===== config.mk =====
export PLATFORM = sky130hd
export DESIGN_NAME = axi_master_wr
export DESIGN_NICKNAME = d
export VERILOG_FILES = /design/src/rtl/axi_master_wr.sv
export SDC_FILE = /design/constraint.sdc
export NUM_CORES = 1
export LEC_CHECK = 0
export BUFFER_PORTS_ARGS = -buffer_cell sky130_fd_sc_hd__buf_2
export CAP_MARGIN = 20
export CORE_AREA = 2 2 94 96
export CTS_CLUSTER_DIAMETER = 150
export DETAILED_ROUTE_END_ITERATION = 10
export DIE_AREA = 0 0 96 98
export GPL_TIMING_DRIVEN = 0
export HOLD_SLACK_MARGIN = 0.02
export PLACE_DENSITY = 0.75
export SETUP_SLACK_MARGIN = 0.05
export SYNTH_ARGS = -nofsm -noshare
export SYNTH_HDL_FRONTEND = slang
export SYNTH_SLANG_ARGS = --single-unit

===== constraint.sdc =====
create_clock -name aclk -period 2.2 [get_ports aclk]
set_input_delay 0.44 -clock aclk [delete_from_list [all_inputs] [get_ports aclk]]
set_output_delay 0.44 -clock aclk [all_outputs]
set_load 0.05 [all_outputs]

===== src/rtl/axi_master_wr.sv =====
// ---------------------------------------------------------------------------
// axi_master_wr
//   Single-outstanding AXI write master. A user command (address, length,
//   size, burst type) is turned into one AW transfer, followed by len+1 W
//   beats streamed straight from the user data port, and finally a B
//   response that is reported back to the user as a one-cycle done pulse.
//
// Optional feature (compile-time macro AXI_MASTER_WR_BTIMEOUT_EN):
//   When defined, the RESP state gives up after TIMEOUT_CYCLES cycles
//   without b_valid and reports done with done_resp = 2'b10 (SLVERR).
//   When undefined, RESP waits for b_valid indefinitely.
//
// Ports
//   aclk, areset                 clock (rising edge), async active-high reset
//   cmd_valid/cmd_ready          user command handshake
//   cmd_addr/len/size/burst      command fields (len = beats-1)
//   wd_valid/wd_ready            user write data handshake
//   wd_data/wd_strb              user write data and byte strobes
//   done, done_resp              completion pulse and response code
//   aw_*                         AXI write address channel
//   w_*                          AXI write data channel
//   b_valid/b_ready/b_resp       AXI write response channel
// ---------------------------------------------------------------------------
module axi_master_wr #(
  parameter int ADDR_BITS      = 32,
  parameter int DATA_BITS      = 32,
  parameter int LEN_BITS       = 8,
  parameter int SIZE_BITS      = 3,
  parameter int TIMEOUT_CYCLES = 256
) (
  input  logic                   aclk,
  input  logic                   areset,
  // user command
  input  logic                   cmd_valid,
  output logic                   cmd_ready,
  input  logic [ADDR_BITS-1:0]   cmd_addr,
  input  logic [LEN_BITS-1:0]    cmd_len,
  input  logic [SIZE_BITS-1:0]   cmd_size,
  input  logic [1:0]             cmd_burst,
  // user write data
  input  logic                   wd_valid,
  output logic                   wd_ready,
  input  logic [DATA_BITS-1:0]   wd_data,
  input  logic [DATA_BITS/8-1:0] wd_strb,
  // completion
  output logic                   done,
  output logic [1:0]             done_resp,
  // AXI write address channel
  output logic                   aw_valid,
  input  logic                   aw_ready,
  output logic [ADDR_BITS-1:0]   aw_addr,
  output logic [LEN_BITS-1:0]    aw_len,
  output logic [SIZE_BITS-1:0]   aw_size,
  output logic [1:0]             aw_burst,
  output logic [3:0]             aw_cache,
  // AXI write data channel
  output logic                   w_valid,
  input  logic                   w_ready,
  output logic [DATA_BITS-1:0]   w_data,
  output logic [DATA_BITS/8-1:0] w_strb,
  output logic                   w_last,
  // AXI write response channel
  input  logic                   b_valid,
  output logic                   b_ready,
  input  logic [1:0]             b_resp
);

  localparam int STRB_BITS = DATA_BITS / 8;

  typedef enum logic [1:0] {
    ST_IDLE = 2'b00,
    ST_ADDR = 2'b01,
    ST_DATA = 2'b10,
    ST_RESP = 2'b11
  } state_t;

  state_t                 state_r;
  state_t                 state_nxt_s;

  logic [ADDR_BITS-1:0]   addr_r;
  logic [LEN_BITS-1:0]    len_r;
  logic [SIZE_BITS-1:0]   size_r;
  logic [1:0]             burst_r;
  logic [LEN_BITS-1:0]    beat_cnt_r;

  logic                   cmd_ready_r;
  logic                   aw_valid_r;
  logic                   b_ready_r;
  logic                   done_r;
  logic [1:0]             done_resp_r;

  logic                   in_data_s;
  logic                   cmd_hs_s;
  logic                   aw_hs_s;
  logic                   w_hs_s;
  logic                   last_beat_s;
  logic                   b_hs_s;
  logic                   tmo_hit_s;
  logic                   done_s;
  logic [1:0]             resp_s;

  // Handshake and beat-position decode
  assign in_data_s   = (state_r == ST_DATA);
  assign cmd_hs_s    = cmd_valid & cmd_ready_r;
  assign aw_hs_s     = aw_valid_r & aw_ready;
  assign last_beat_s = (beat_cnt_r == len_r);
  assign w_hs_s      = in_data_s & wd_valid & w_ready;
  assign b_hs_s      = b_ready_r & b_valid;

  // W channel is a pass-through of the user stream, opened only in DATA,
  // so no beat can leak out before the AW handshake has completed.
  assign w_valid  = in_data_s & wd_valid;
  assign wd_ready = in_data_s & w_ready;
  assign w_data   = in_data_s ? wd_data : {DATA_BITS{1'b0}};
  assign w_strb   = in_data_s ? wd_strb : {STRB_BITS{1'b0}};
  assign w_last   = in_data_s & last_beat_s;

  // Registered control outputs and captured AW fields
  assign cmd_ready = cmd_ready_r;
  assign aw_valid  = aw_valid_r;
  assign aw_addr   = addr_r;
  assign aw_len    = len_r;
  assign aw_size   = size_r;
  assign aw_burst  = burst_r;
  assign aw_cache  = 4'b0011;
  assign b_ready   = b_ready_r;
  assign done      = done_r;
  assign done_resp = done_resp_r;

`ifdef AXI_MASTER_WR_BTIMEOUT_EN
  localparam int TMO_W = (TIMEOUT_CYCLES > 1) ? $clog2(TIMEOUT_CYCLES) : 1;
  localparam logic [TMO_W-1:0] TMO_LAST = TMO_W'(TIMEOUT_CYCLES - 1);

  logic [TMO_W-1:0] tmo_cnt_r;

  assign tmo_hit_s = (state_r == ST_RESP) & (tmo_cnt_r == TMO_LAST);

  // Counts cycles spent in RESP; held at zero outside RESP so every entry starts fresh
  always_ff @(posedge aclk or posedge areset) begin
    if (areset) begin
      tmo_cnt_r <= {TMO_W{1'b0}};
    end else if (state_r != ST_RESP) begin
      tmo_cnt_r <= {TMO_W{1'b0}};
    end else if (!tmo_hit_s) begin
      tmo_cnt_r <= tmo_cnt_r + TMO_W'(1);
    end else begin
      tmo_cnt_r <= tmo_cnt_r;
    end
  end
`else
  assign tmo_hit_s = 1'b0;
`endif

  // Next-state and completion decode
  always_comb begin
    state_nxt_s = state_r;
    done_s      = 1'b0;
    resp_s      = 2'b00;
    case (state_r)
      ST_IDLE: begin
        if (cmd_hs_s) begin
          state_nxt_s = ST_ADDR;
        end else begin
          state_nxt_s = ST_IDLE;
        end
      end
      ST_ADDR: begin
        if (aw_hs_s) begin
          state_nxt_s = ST_DATA;
        end else begin
          state_nxt_s = ST_ADDR;
        end
      end
      ST_DATA: begin
        if (w_hs_s && last_beat_s) begin
          state_nxt_s = ST_RESP;
        end else begin
          state_nxt_s = ST_DATA;
        end
      end
      ST_RESP: begin
        if (b_hs_s) begin
          state_nxt_s = ST_IDLE;
          done_s      = 1'b1;
          resp_s      = b_resp;
        end else if (tmo_hit_s) begin
          // slave never answered: report SLVERR and release the bus
          state_nxt_s = ST_IDLE;
          done_s      = 1'b1;
          resp_s      = 2'b10;
        end else begin
          state_nxt_s = ST_RESP;
        end
      end
      default: begin
        state_nxt_s = ST_IDLE;
      end
    endcase
  end

  // State register plus control outputs registered from the next state,
  // so cmd_ready/aw_valid/b_ready line up exactly with the state they belong to
  always_ff @(posedge aclk or posedge areset) begin
    if (areset) begin
      state_r     <= ST_IDLE;
      cmd_ready_r <= 1'b0;
      aw_valid_r  <= 1'b0;
      b_ready_r   <= 1'b0;
      done_r      <= 1'b0;
      done_resp_r <= 2'b00;
    end else begin
      state_r     <= state_nxt_s;
      cmd_ready_r <= (state_nxt_s == ST_IDLE);
      aw_valid_r  <= (state_nxt_s == ST_ADDR);
      b_ready_r   <= (state_nxt_s == ST_RESP);
      done_r      <= done_s;
      if (done_s) begin
        done_resp_r <= resp_s;
      end else begin
        done_resp_r <= done_resp_r;
      end
    end
  end

  // Command capture on accept; fields then stay stable through the burst
  always_ff @(posedge aclk or posedge areset) begin
    if (areset) begin
      addr_r  <= {ADDR_BITS{1'b0}};
      len_r   <= {LEN_BITS{1'b0}};
      size_r  <= {SIZE_BITS{1'b0}};
      burst_r <= 2'b00;
    end else if (cmd_hs_s) begin
      addr_r  <= cmd_addr;
      len_r   <= cmd_len;
      size_r  <= cmd_size;
      burst_r <= cmd_burst;
    end else begin
      addr_r  <= addr_r;
      len_r   <= len_r;
      size_r  <= size_r;
      burst_r <= burst_r;
    end
  end

  // Beat counter: not advanced on the final beat, so len = all-ones never wraps
  always_ff @(posedge aclk or posedge areset) begin
    if (areset) begin
      beat_cnt_r <= {LEN_BITS{1'b0}};
    end else if (aw_hs_s) begin
      beat_cnt_r <= {LEN_BITS{1'b0}};
    end else if (w_hs_s && !last_beat_s) begin
      beat_cnt_r <= beat_cnt_r + LEN_BITS'(1);
    end else begin
      beat_cnt_r <= beat_cnt_r;
    end
  end

endmodule


==> results of run 1 <==
[power groups by stage]
stage	clock, mW	sequential (mW)	combinational (mW)
after global routing	1.27	2.04	5.11
after CTS	1.22	1.97	4.81
after detailed placement	0	1.96	4.63
after floorplan	0	3.56	1.95
after global placement	0	1.94	4.55
final	1.18	1.96	4.85
[final timing paths]
kind,from,endpoint,slack [ps]
max in group asynchronous,areset,aw_len[4]$_DFFE_PP0P_,1380
hold reg to reg,done_resp[1]$_DFFE_PP0P_,done_resp[1]$_DFFE_PP0P_,490
min in group aclk,b_resp[1],done_resp[1]$_DFFE_PP0P_,310
setup / recovery,beat_cnt_r[6]$_DFFE_PP0P_,w_last,120
setup reg to reg,beat_cnt_r[2]$_DFFE_PP0P_,beat_cnt_r[5]$_DFFE_PP0P_,510
hold / removal,areset,done_resp[0]$_DFFE_PP0P_,200
[placed cells by master (no fill, tap or decap), types with 3 or more instances in the layout]
| cell type | instances |
|---|---|
| buf_2 | 169 |
| dfrtp_1 | 53 |
| nand2b_1 | 7 |
| clkbuf_8 | 13 |
| buf_4 | 23 |
| xor2_1 | 6 |
| buf_6 | 6 |
| conb_1 | 4 |
| nand3_1 | 4 |
| mux2_2 | 45 |
| mux2i_1 | 8 |
| clkbuf_1 | 3 |
| nand2_1 | 21 |
| dfrtp_2 | 8 |
| a211oi_1 | 3 |
| and2_1 | 39 |
[per-layer routing]
layer	track usage [%]	share of wire (%)
met5	0	0
met4	4.18	0.24
met3	4.94	8.0
met2	32.3	54
met1	19.2	37
[area by class of cell]
type                       count  area, µm²
timing repair buffer         193       1080
fill                         782       4060
inverter                       2       7.51
tap                          108        135
sequential                    61       1540
buffer                        15       96.3
clock inverter                 3       65.1
multi-input combinational    162       1310
clock buffer                  13        179
[sequential cells by signal (all words and copies together) (netlist names)]
signal,cells
aw_addr,32
done_resp,2
beat_cnt_r,8
aw_burst,2
state_r,2
aw_valid,1
done,1
aw_size,3
b_ready,1
aw_len,8
cmd_ready,1
[logic make-up (layout without fill, tap and decap cells)]
family,Yosys count,after routing
AOI/OAI and AO/OA,14,14
xor gates and xnor gates,8,8
adders and majority gates,1,1
buffers and inverters,18,226
DFF,61,61
muxes,53,53
other,2,4
and+or+nand+nor,82,82
[what timing repair did]
action	4_1_cts	5_1_grt
endpoints found under the hold margin	0	0
gates resized for setup	29	11
endpoints found under the setup margin	39	23
pin swaps	4	3
setup buffers	7	6
==> flow_summary_export.csv, run 1 <==
group,metric,value,unit
floorplan,initial_core_util,34.2,%
drt,postRouteAntennaNets,0,
sta,final_hold_viol_count,0,
yosys,synth_top_area_share,52.8,%
yosys,synth.avg_cell_area,12.1,µm²
critical_path,required,1760,ps
yosys,synthFlopType,"dfrtp_1",
sta,slew_headroom,56.6,%
layout,n_antenna_cell,0,
critical_path,cp-end-kind,"output pin",
floorplan,placementRows,34,
critical_path,r2r_cell_count,5,
critical_path,worstPathMaxFanout,2,
yosys,synth_compound_area_share,3.89,%
drt,drt_pass1_iterations,4,
placed_design,weighted_congestion_reported_at_the_end_of_routability_driven_placement,0.734,
yosys,syn-instance-count,239,
run_status,outcome,"finished clean",
yosys,yosysTopAreaCell,"dfrtp_1",
sta,finalHoldWorstSlack,202,ps
clocking,clk-insertion-delay-late,320,ps
yosys,post_synth_fa_ha_maj_area_fraction,0.433,%
yosys,synth_xor_xnor_area_share,2.42,%
layout,post_layout_nonfiller_instances,557,
yosys,syn_area,2890,µm²
sta,final-max-slew-violation-count,0,
drt,routed_wire_length_per_instance,14.5,µm
clocking,cts_tree,"done",
floorplan,core_area,8470,µm²
drt,avgViaCountPerCell,4.58,
yosys,synth_simple_gate_area_share,16.8,%
critical_path,startpoint_type,"flop",
yosys,synth.ff_latch_count,61,
yosys,synth_sequential_area_ratio,52.8,%
critical_path,cp_cell_instances,"xor2_1 -> nor4_4 -> and3_4 -> buf_8",
clocking,cts_hold_buf,0,
yosys,library_cells_used_by_synthesis,31,
power,clkPwrFrac,14.7,%
sta,post-route-period-util,94.4,%
clocking,clkTransAtPathRegs,70,ps
power,vdd.ir_drop.worst,1310,µV
drt,drcViolationCount,0,
power,netSwitchingPower,4.17,mW
yosys,yosys-top-cells-count,"61 x dfrtp_1, 45 x mux2_2, 39 x and2_1, 21 x nand2_1",
drt,totalWireLength,8050,µm
grt,total_grt_overflow,0,
yosys,yosysWarnings,0,
yosys,synth.mux.area_fraction,20.3,%
floorplan,die_h,98,µm
layout,drive_gt1_share,63.5,%
yosys,synth_enable_flop_cells,0,
clocking,cts-htree-levels,3,
min_path,class_of_the_worst_hold_path,"in -> async",
grt,largest_net_degree_at_the_start_of_global_routing,34,
floorplan,floorplan.die.width,96,µm
sta,max_freq,482,MHz
placed_design,preCtsSetupSlack,-250,ps
sta,fin_worst_setup_slack,123,ps
clocking,clockRootBuffer,"clkbuf_8",
sta,layout_min_cycle_time,2080,ps
placed_design,placed_cell_area,3960,µm²
flow_run,cap_viol_max_count,0,
placed_design,placed_cells,529,
yosys,asyncSetResetFlopFracSynth,100,%
floorplan,ios,184,
power,total_power,7.99,mW
yosys,synth_most_common_cell,"dfrtp_1",
power,internal_power,3.82,mW
yosys,synth_top_cells_by_area,"dfrtp_1 53%, mux2_2 18%, and2_1 8.4%",
critical_path,cpPeakStageDelay,390,ps
layout,util_after_layout,52.1,%
critical_path,timing.critical_path.depth,4,
sta,fin_skew,6.45,ps
drt,detail_route.iter0.violations,71,
sta,report.final.setup_viol,0,
drt,route.vias.total,2552,
grt,via_count_of_the_first_global_routing_pass,2508,
layout,postLayoutCellArea,4410,µm²
floorplan,die_area,9410,µm²
layout,num-nets-final,535,
power,power.static_leakage,2.27,nW
critical_path,worstSetupPathType,"reg -> out",
critical_path,cp.arrival,1640,ps
layout,flow.area_growth_from_synthesis,52.3,%
placed_design,total_half_perimeter_wirelength_after_legalization_and_detailed_placement,6340,µm
grt,antenna_found_initial,0,
clocking,clock_path_buffers,2,
critical_path,cell_with_the_largest_stage_delay_on_the_worst_path,"dfrtp_1",
power,p_per_area,1810,nW/µm²
power,seqPwrFrac,24.5,%
yosys,synth_top_family_by_area,"multiplexers",
power,power.share.switching,52.2,%
sta,timing.setup.tns,0,ps
critical_path,path_buf_inv,1,
critical_path,critical_path.top_delay_family,"simple AND/OR/NAND/NOR gates",
placed_design,placement.io_buffers,179,
clocking,number_of_clock_sinks,61,
clocking,cts_inserted_buffers,9,
grt,first_pass_grt_wire_length,12500,µm
grt,grt_usage,17.4,%
sta,worst-slew-pin-transition,649,ps
sta,grt_setup_unrepaired,"yes",
power,p_comb_share,60.7,%
No activity file was read; power rests on OpenSTA's default activity.
==> run 2, diff against run 1 <==
--- a/config.mk
+++ b/config.mk
@@ -7,13 +7,13 @@
 export LEC_CHECK = 0
 export BUFFER_PORTS_ARGS = -buffer_cell sky130_fd_sc_hd__buf_2
 export CAP_MARGIN = 20
-export CORE_AREA = 2 2 94 96
+export CORE_AREA = 2 2 86 88
 export CTS_CLUSTER_DIAMETER = 150
 export DETAILED_ROUTE_END_ITERATION = 10
-export DIE_AREA = 0 0 96 98
+export DIE_AREA = 0 0 88 90
 export GPL_TIMING_DRIVEN = 0
 export HOLD_SLACK_MARGIN = 0.02
-export PLACE_DENSITY = 0.75
+export PLACE_DENSITY = 0.86
 export SETUP_SLACK_MARGIN = 0.05
 export SYNTH_ARGS = -nofsm -noshare
 export SYNTH_HDL_FRONTEND = slang
==> flow_summary_export.csv, run 2 (synthesis results as in run 1) <==
group,metric,value,unit
layout,largest_register_ff_count,32,
drt,avgViaCountPerCell,4.72,
sta,report.final.setup_viol,0,
placed_design,total_half_perimeter_wirelength_after_legalization_and_detailed_placement,6390,µm
layout,num-nets-final,528,
critical_path,startpoint_type,"flop",
drt,drcViolationCount,0,
sta,finalHoldWorstSlack,232,ps
critical_path,cp_cell_instances,"xor2_1 -> nor4_4 -> and3_4 -> buf_8",
floorplan,die_h,90,µm
sta,final-max-slew-violation-count,0,
grt,first_pass_grt_wire_length,12300,µm
sta,post-route-period-util,95.5,%
sta,max_freq,476,MHz
critical_path,worstSetupPathType,"reg -> out",
drt,detail_route.iter0.violations,144,
sta,fin_skew,6.74,ps
drt,totalWireLength,8160,µm
grt,largest_net_degree_at_the_start_of_global_routing,36,
layout,flow.area_growth_from_synthesis,48.0,%
grt,via_count_of_the_first_global_routing_pass,2511,
drt,routed_wire_length_per_instance,15.1,µm
clocking,cts-htree-levels,3,
floorplan,die_area,7920,µm²
power,vdd.ir_drop.worst,1000,µV
floorplan,initial_core_util,41.2,%
floorplan,ios,184,
sta,worst-slew-pin-transition,731,ps
placed_design,placed_cells,520,
power,total_power,7.64,mW
critical_path,cell_with_the_largest_stage_delay_on_the_worst_path,"dfrtp_1",
placed_design,placement.io_buffers,179,
clocking,number_of_clock_sinks,61,
clocking,clockRootBuffer,"clkbuf_8",
drt,route.vias.total,2559,
power,p_per_area,1780,nW/µm²
clocking,cts_tree,"done",
grt,total_grt_overflow,0,
clocking,cts_hold_buf,0,
grt,antenna_found_initial,2,
layout,layout_commonest_cell,"buf_2",
layout,most_frequent_cells_in_the_layout,"171 x buf_2, 55 x dfrtp_1, 45 x mux2_2",
critical_path,required,1760,ps
drt,postRouteAntennaNets,0,
placed_design,weighted_congestion_reported_at_the_end_of_routability_driven_placement,0.839,
clocking,clk-insertion-delay-late,330,ps
min_path,class_of_the_worst_hold_path,"in -> async",
critical_path,cp-end-kind,"output pin",
sta,layout_min_cycle_time,2100,ps
critical_path,cp.arrival,1660,ps
sta,final_hold_viol_count,0,
floorplan,placementRows,31,
run_status,outcome,"finished clean",
sta,grt_setup_unrepaired,"yes",
drt,drt_pass1_iterations,4,
critical_path,path_buf_inv,1,
clocking,clock_path_buffers,2,
clocking,cts_inserted_buffers,9,
layout,post_layout_nonfiller_instances,542,
critical_path,cpPeakStageDelay,420,ps
clocking,clkTransAtPathRegs,70,ps
flow_run,cap_viol_max_count,0,
layout,drive_gt1_share,62.6,%
floorplan,core_area,7020,µm²
grt,grt_usage,20.4,%
critical_path,worstPathMaxFanout,5,
critical_path,critical_path.top_delay_family,"simple AND/OR/NAND/NOR gates",
power,power.static_leakage,2.21,nW
floorplan,floorplan.die.width,88,µm
sta,slew_headroom,51.2,%
run 2: worst paths after layout:
kind	end	cells after the start	start	slack [ps]
max in group asynchronous	state_r[0]$_DFF_PP0_	3	areset	1360
worst max-delay path	w_last	4	beat_cnt_r[4]$_DFFE_PP0P_	100
worst min-delay path	aw_addr[11]$_DFFE_PP0P_	2	areset	230
worst max register to register	beat_cnt_r[6]$_DFFE_PP0P_	6	state_r[1]$_DFF_PP0_	530
min in group aclk	done_resp[1]$_DFFE_PP0P_	3	b_resp[1]	290
worst min register to register	done_resp[0]$_DFFE_PP0P_	2	done_resp[0]$_DFFE_PP0P_	480
run 2: layer usage:
metal / share of wire, % / vias to the layer above / GRT usage, % / wire (µm)
met3: 7.2 / 13 / 4.32 / 590
li1: - / 1201 / - / -
met5: 0 / - / 0 / 0
met1: 34 / 1209 / 20.8 / 2790
met4: 2.4 / 0 / 9.49 / 195
met2: 56 / 136 / 38.4 / 4580
run 2: what timing repair did:
action	CTS	global route
setup buffers	3	3
endpoints found under the setup margin	39	27
pin swaps	2	4
resized for setup	24	16
run 2: layout make-up:
class | instances | area, µm²
antenna | 2 | 5.00
buffer | 15 | 100
clock buffer | 12 | 155
clock inverter | 3 | 21.3
fill | 607 | 2740
inverter | 2 | 7.51
multi-input combinational | 162 | 1310
sequential | 61 | 1530
tap | 99 | 124
timing repair buffer | 186 | 1020
run 2: report_power, final:
part	leakage (nW)	internal, mW	total (mW)	switching, mW
Sequential	0.736	1.64	1.96	0.327
Clock	0.0885	0.464	0.884	0.420
Combinational	1.38	1.37	4.79	3.42
Total	2.21	3.47	7.64	4.17
run 2: per-stage QoR:
| stage | setup TNS, ps | setup slack, ps | instance area [µm²] | utilization [%] |
|---|---|---|---|---|
| 2_1_floorplan | 0 | 66.7 | 2910 | - |
| 3_3_place_gp | -29470 | -639 | 3930 | 55.9 |
| 3_5_place_dp | -1270 | -160 | 3950 | 56.2 |
| 4_1_cts | 0 | 29.8 | 4210 | 60.0 |
| 5_1_grt | 0 | 30.2 | 4280 | 61.0 |
| 6_report | 0 | 100 | 4280 | 61.0 |
==> run 3, diff against run 2 <==
--- a/config.mk
+++ b/config.mk
@@ -14,6 +14,7 @@
 export GPL_TIMING_DRIVEN = 0
 export HOLD_SLACK_MARGIN = 0.02
 export PLACE_DENSITY = 0.86
+export REMOVE_ABC_BUFFERS = 1
 export SETUP_SLACK_MARGIN = 0.05
 export SYNTH_ARGS = -nofsm -noshare
 export SYNTH_HDL_FRONTEND = slang
==> flow_summary_export.csv, run 3 (synthesis results as in run 1) <==
group,metric,value,unit
sta,report.final.setup_viol,0,
critical_path,r2r_cell_count,5,
drt,routed_wire_length_per_instance,13.5,µm
drt,totalWireLength,7100,µm
sta,fin_skew,8.41,ps
power,vdd.ir_drop.worst,993,µV
clocking,clock_path_buffers,2,
power,p_per_area,1840,nW/µm²
flow_run,cap_viol_max_count,0,
sta,grt_setup_unrepaired,"yes",
min_path,class_of_the_worst_hold_path,"in -> async",
grt,antenna_found_initial,0,
power,total_power,7.65,mW
floorplan,die_h,90,µm
layout,n_antenna_cell,0,
drt,drcViolationCount,0,
clocking,clkTransAtPathRegs,70,ps
layout,flow.area_growth_from_synthesis,43.9,%
layout,multiInputGateArea,1300,µm²
drt,postRouteAntennaNets,0,
critical_path,startpoint_type,"flop",
layout,num-nets-final,512,
clocking,cts_tree,"done",
floorplan,initial_core_util,41.2,%
drt,avgViaCountPerCell,4.63,
drt,route.vias.total,2429,
sta,timing.setup.tns,0,ps
clocking,cts-htree-levels,3,
critical_path,cp-end-kind,"output pin",
placed_design,placement.io_buffers,179,
grt,total_grt_overflow,0,
grt,largest_net_degree_at_the_start_of_global_routing,41,
placed_design,placed_cell_area,3900,µm²
layout,layout_commonest_cell,"buf_2",
placed_design,weighted_congestion_reported_at_the_end_of_routability_driven_placement,0.736,
drt,drt_pass1_iterations,4,
layout,fill_cells,589,
grt,first_pass_grt_wire_length,11000,µm
layout,drive_gt1_share,60.6,%
sta,finalHoldWorstSlack,183,ps
sta,final_hold_viol_count,0,
critical_path,required,1760,ps
critical_path,worstPathMaxFanout,4,
floorplan,die_area,7920,µm²
layout,postLayoutCellArea,4160,µm²
critical_path,r2r_slack,520,ps
floorplan,ios,184,
layout,most_frequent_cells_in_the_layout,"178 x buf_2, 59 x dfrtp_1, 45 x mux2_2",
placed_design,placed_cells,506,
clocking,clockRootBuffer,"clkbuf_8",
grt,grt_usage,18.0,%
layout,layout.area.seq,1530,µm²
clocking,number_of_clock_sinks,61,
critical_path,worstSetupPathType,"reg -> out",
sta,max_freq,476,MHz
grt,via_count_of_the_first_global_routing_pass,2335,
clocking,clk-insertion-delay-late,330,ps
floorplan,core_area,7020,µm²
sta,post-route-period-util,95.4,%
critical_path,worst_r2r_endpoint,"beat_cnt_r[7]$_DFFE_PP0P_",
sta,final-max-slew-violation-count,0,
sta,slew_headroom,58.2,%
floorplan,floorplan.die.width,88,µm
critical_path,cp.arrival,1660,ps
power,power.static_leakage,2.16,nW
run_status,outcome,"finished clean",
layout,post_layout_nonfiller_instances,525,
drt,detail_route.iter0.violations,67,
clocking,cts_inserted_buffers,9,
sta,layout_min_cycle_time,2100,ps
floorplan,placementRows,31,
layout,largest_register_ff_count,32,
critical_path,crit-reg2reg-launch,"beat_cnt_r[2]$_DFFE_PP0P_",
placed_design,total_half_perimeter_wirelength_after_legalization_and_detailed_placement,5500,µm
sta,worst-slew-pin-transition,626,ps
==> run 3: changes by cell type in the layout (fill, tap and decap cells not counted), moves of 2 or more <==
cell       previous run  this run
and2_4                3         0
buf_4                13         3
clkbuf_2              2         0
dfrtp_2               6         2
diode_2               2         0
and2_1               36        38
bufinv_16             0         2
dfrtp_1              55        59
buf_6                 8         1
clkbuf_1              4         0
buf_2               171       178
==> run 3: layer usage <==
layer / up-vias / share of wire, % / wire length (µm) / track usage [%]
met1: 1133 / 38 / 2720 / 19.6
met2: 128 / 50 / 3580 / 30.9
li1: 1160 / - / - / -
met3: 8 / 9.5 / 678 / 6.70
met5: - / 0 / 0 / 0
met4: 0 / 1.7 / 119 / 7.56
==> run 3: critical path, cell delays in order (launching register included) <==
cell and delay [ps]:
dfrtp_1 420, xor2_1 200, nor4_4 330, and3_4 230, buf_6 150
==> run 3: repair_timing <==
| item | 4_1_cts | 5_1_grt |
|---|---|---|
| hold buffers | 0 | 0 |
| cloned | 0 | 0 |
| setup buffers | 3 | 0 |
| pin swaps | 2 | 0 |
| setup endpoints to repair | 37 | 24 |
| endpoints found under the hold margin | 0 | 0 |
| gates resized for setup | 2 | 4 |
==> run 3: worst max path at each step <==
| stage | startpoint | end | cells past startpoint |
|---|---|---|---|
| final | beat_cnt_r[6]$_DFFE_PP0P_ | w_last | 4 |
| after global routing | beat_cnt_r[0]$_DFFE_PP0P_ | w_last | 4 |
| after CTS | beat_cnt_r[0]$_DFFE_PP0P_ | w_last | 4 |
| after detailed placement | beat_cnt_r[2]$_DFFE_PP0P_ | w_last | 4 |
| after global placement | state_r[1]$_DFF_PP0_ | beat_cnt_r[7]$_DFFE_PP0P_ | 4 |
| after floorplan | state_r[1]$_DFF_PP0_ | w_last | 2 |
==> run 3: per-stage QoR <==
| stage | utilization, % | setup slack, ps |
|---|---|---|
| after floorplan | - | -248 |
| after global placement | 54.7 | -782 |
| after detailed placement | 55.5 | 43.3 |
| after CTS | 59.1 | 36.5 |
| after global routing | 59.3 | 32.9 |
| final | 59.3 | 100 |
==> run 3: final cells by class <==
type	instances	area share, %
clock buffer	10	3.31
clock inverter	6	2.07
inverter	2	0.180
multi-input combinational	162	31.2
sequential	61	36.7
tap	99	2.98
timing repair buffer	185	23.5
==> run 3: report_power, final <==
group	internal, mW	leakage (nW)	total (mW)	switching, mW
clock network	0.666	0.112	1.10	0.434
registers	1.63	0.741	1.97	0.344
logic	1.24	1.30	4.58	3.34
total	3.53	2.16	7.65	4.12
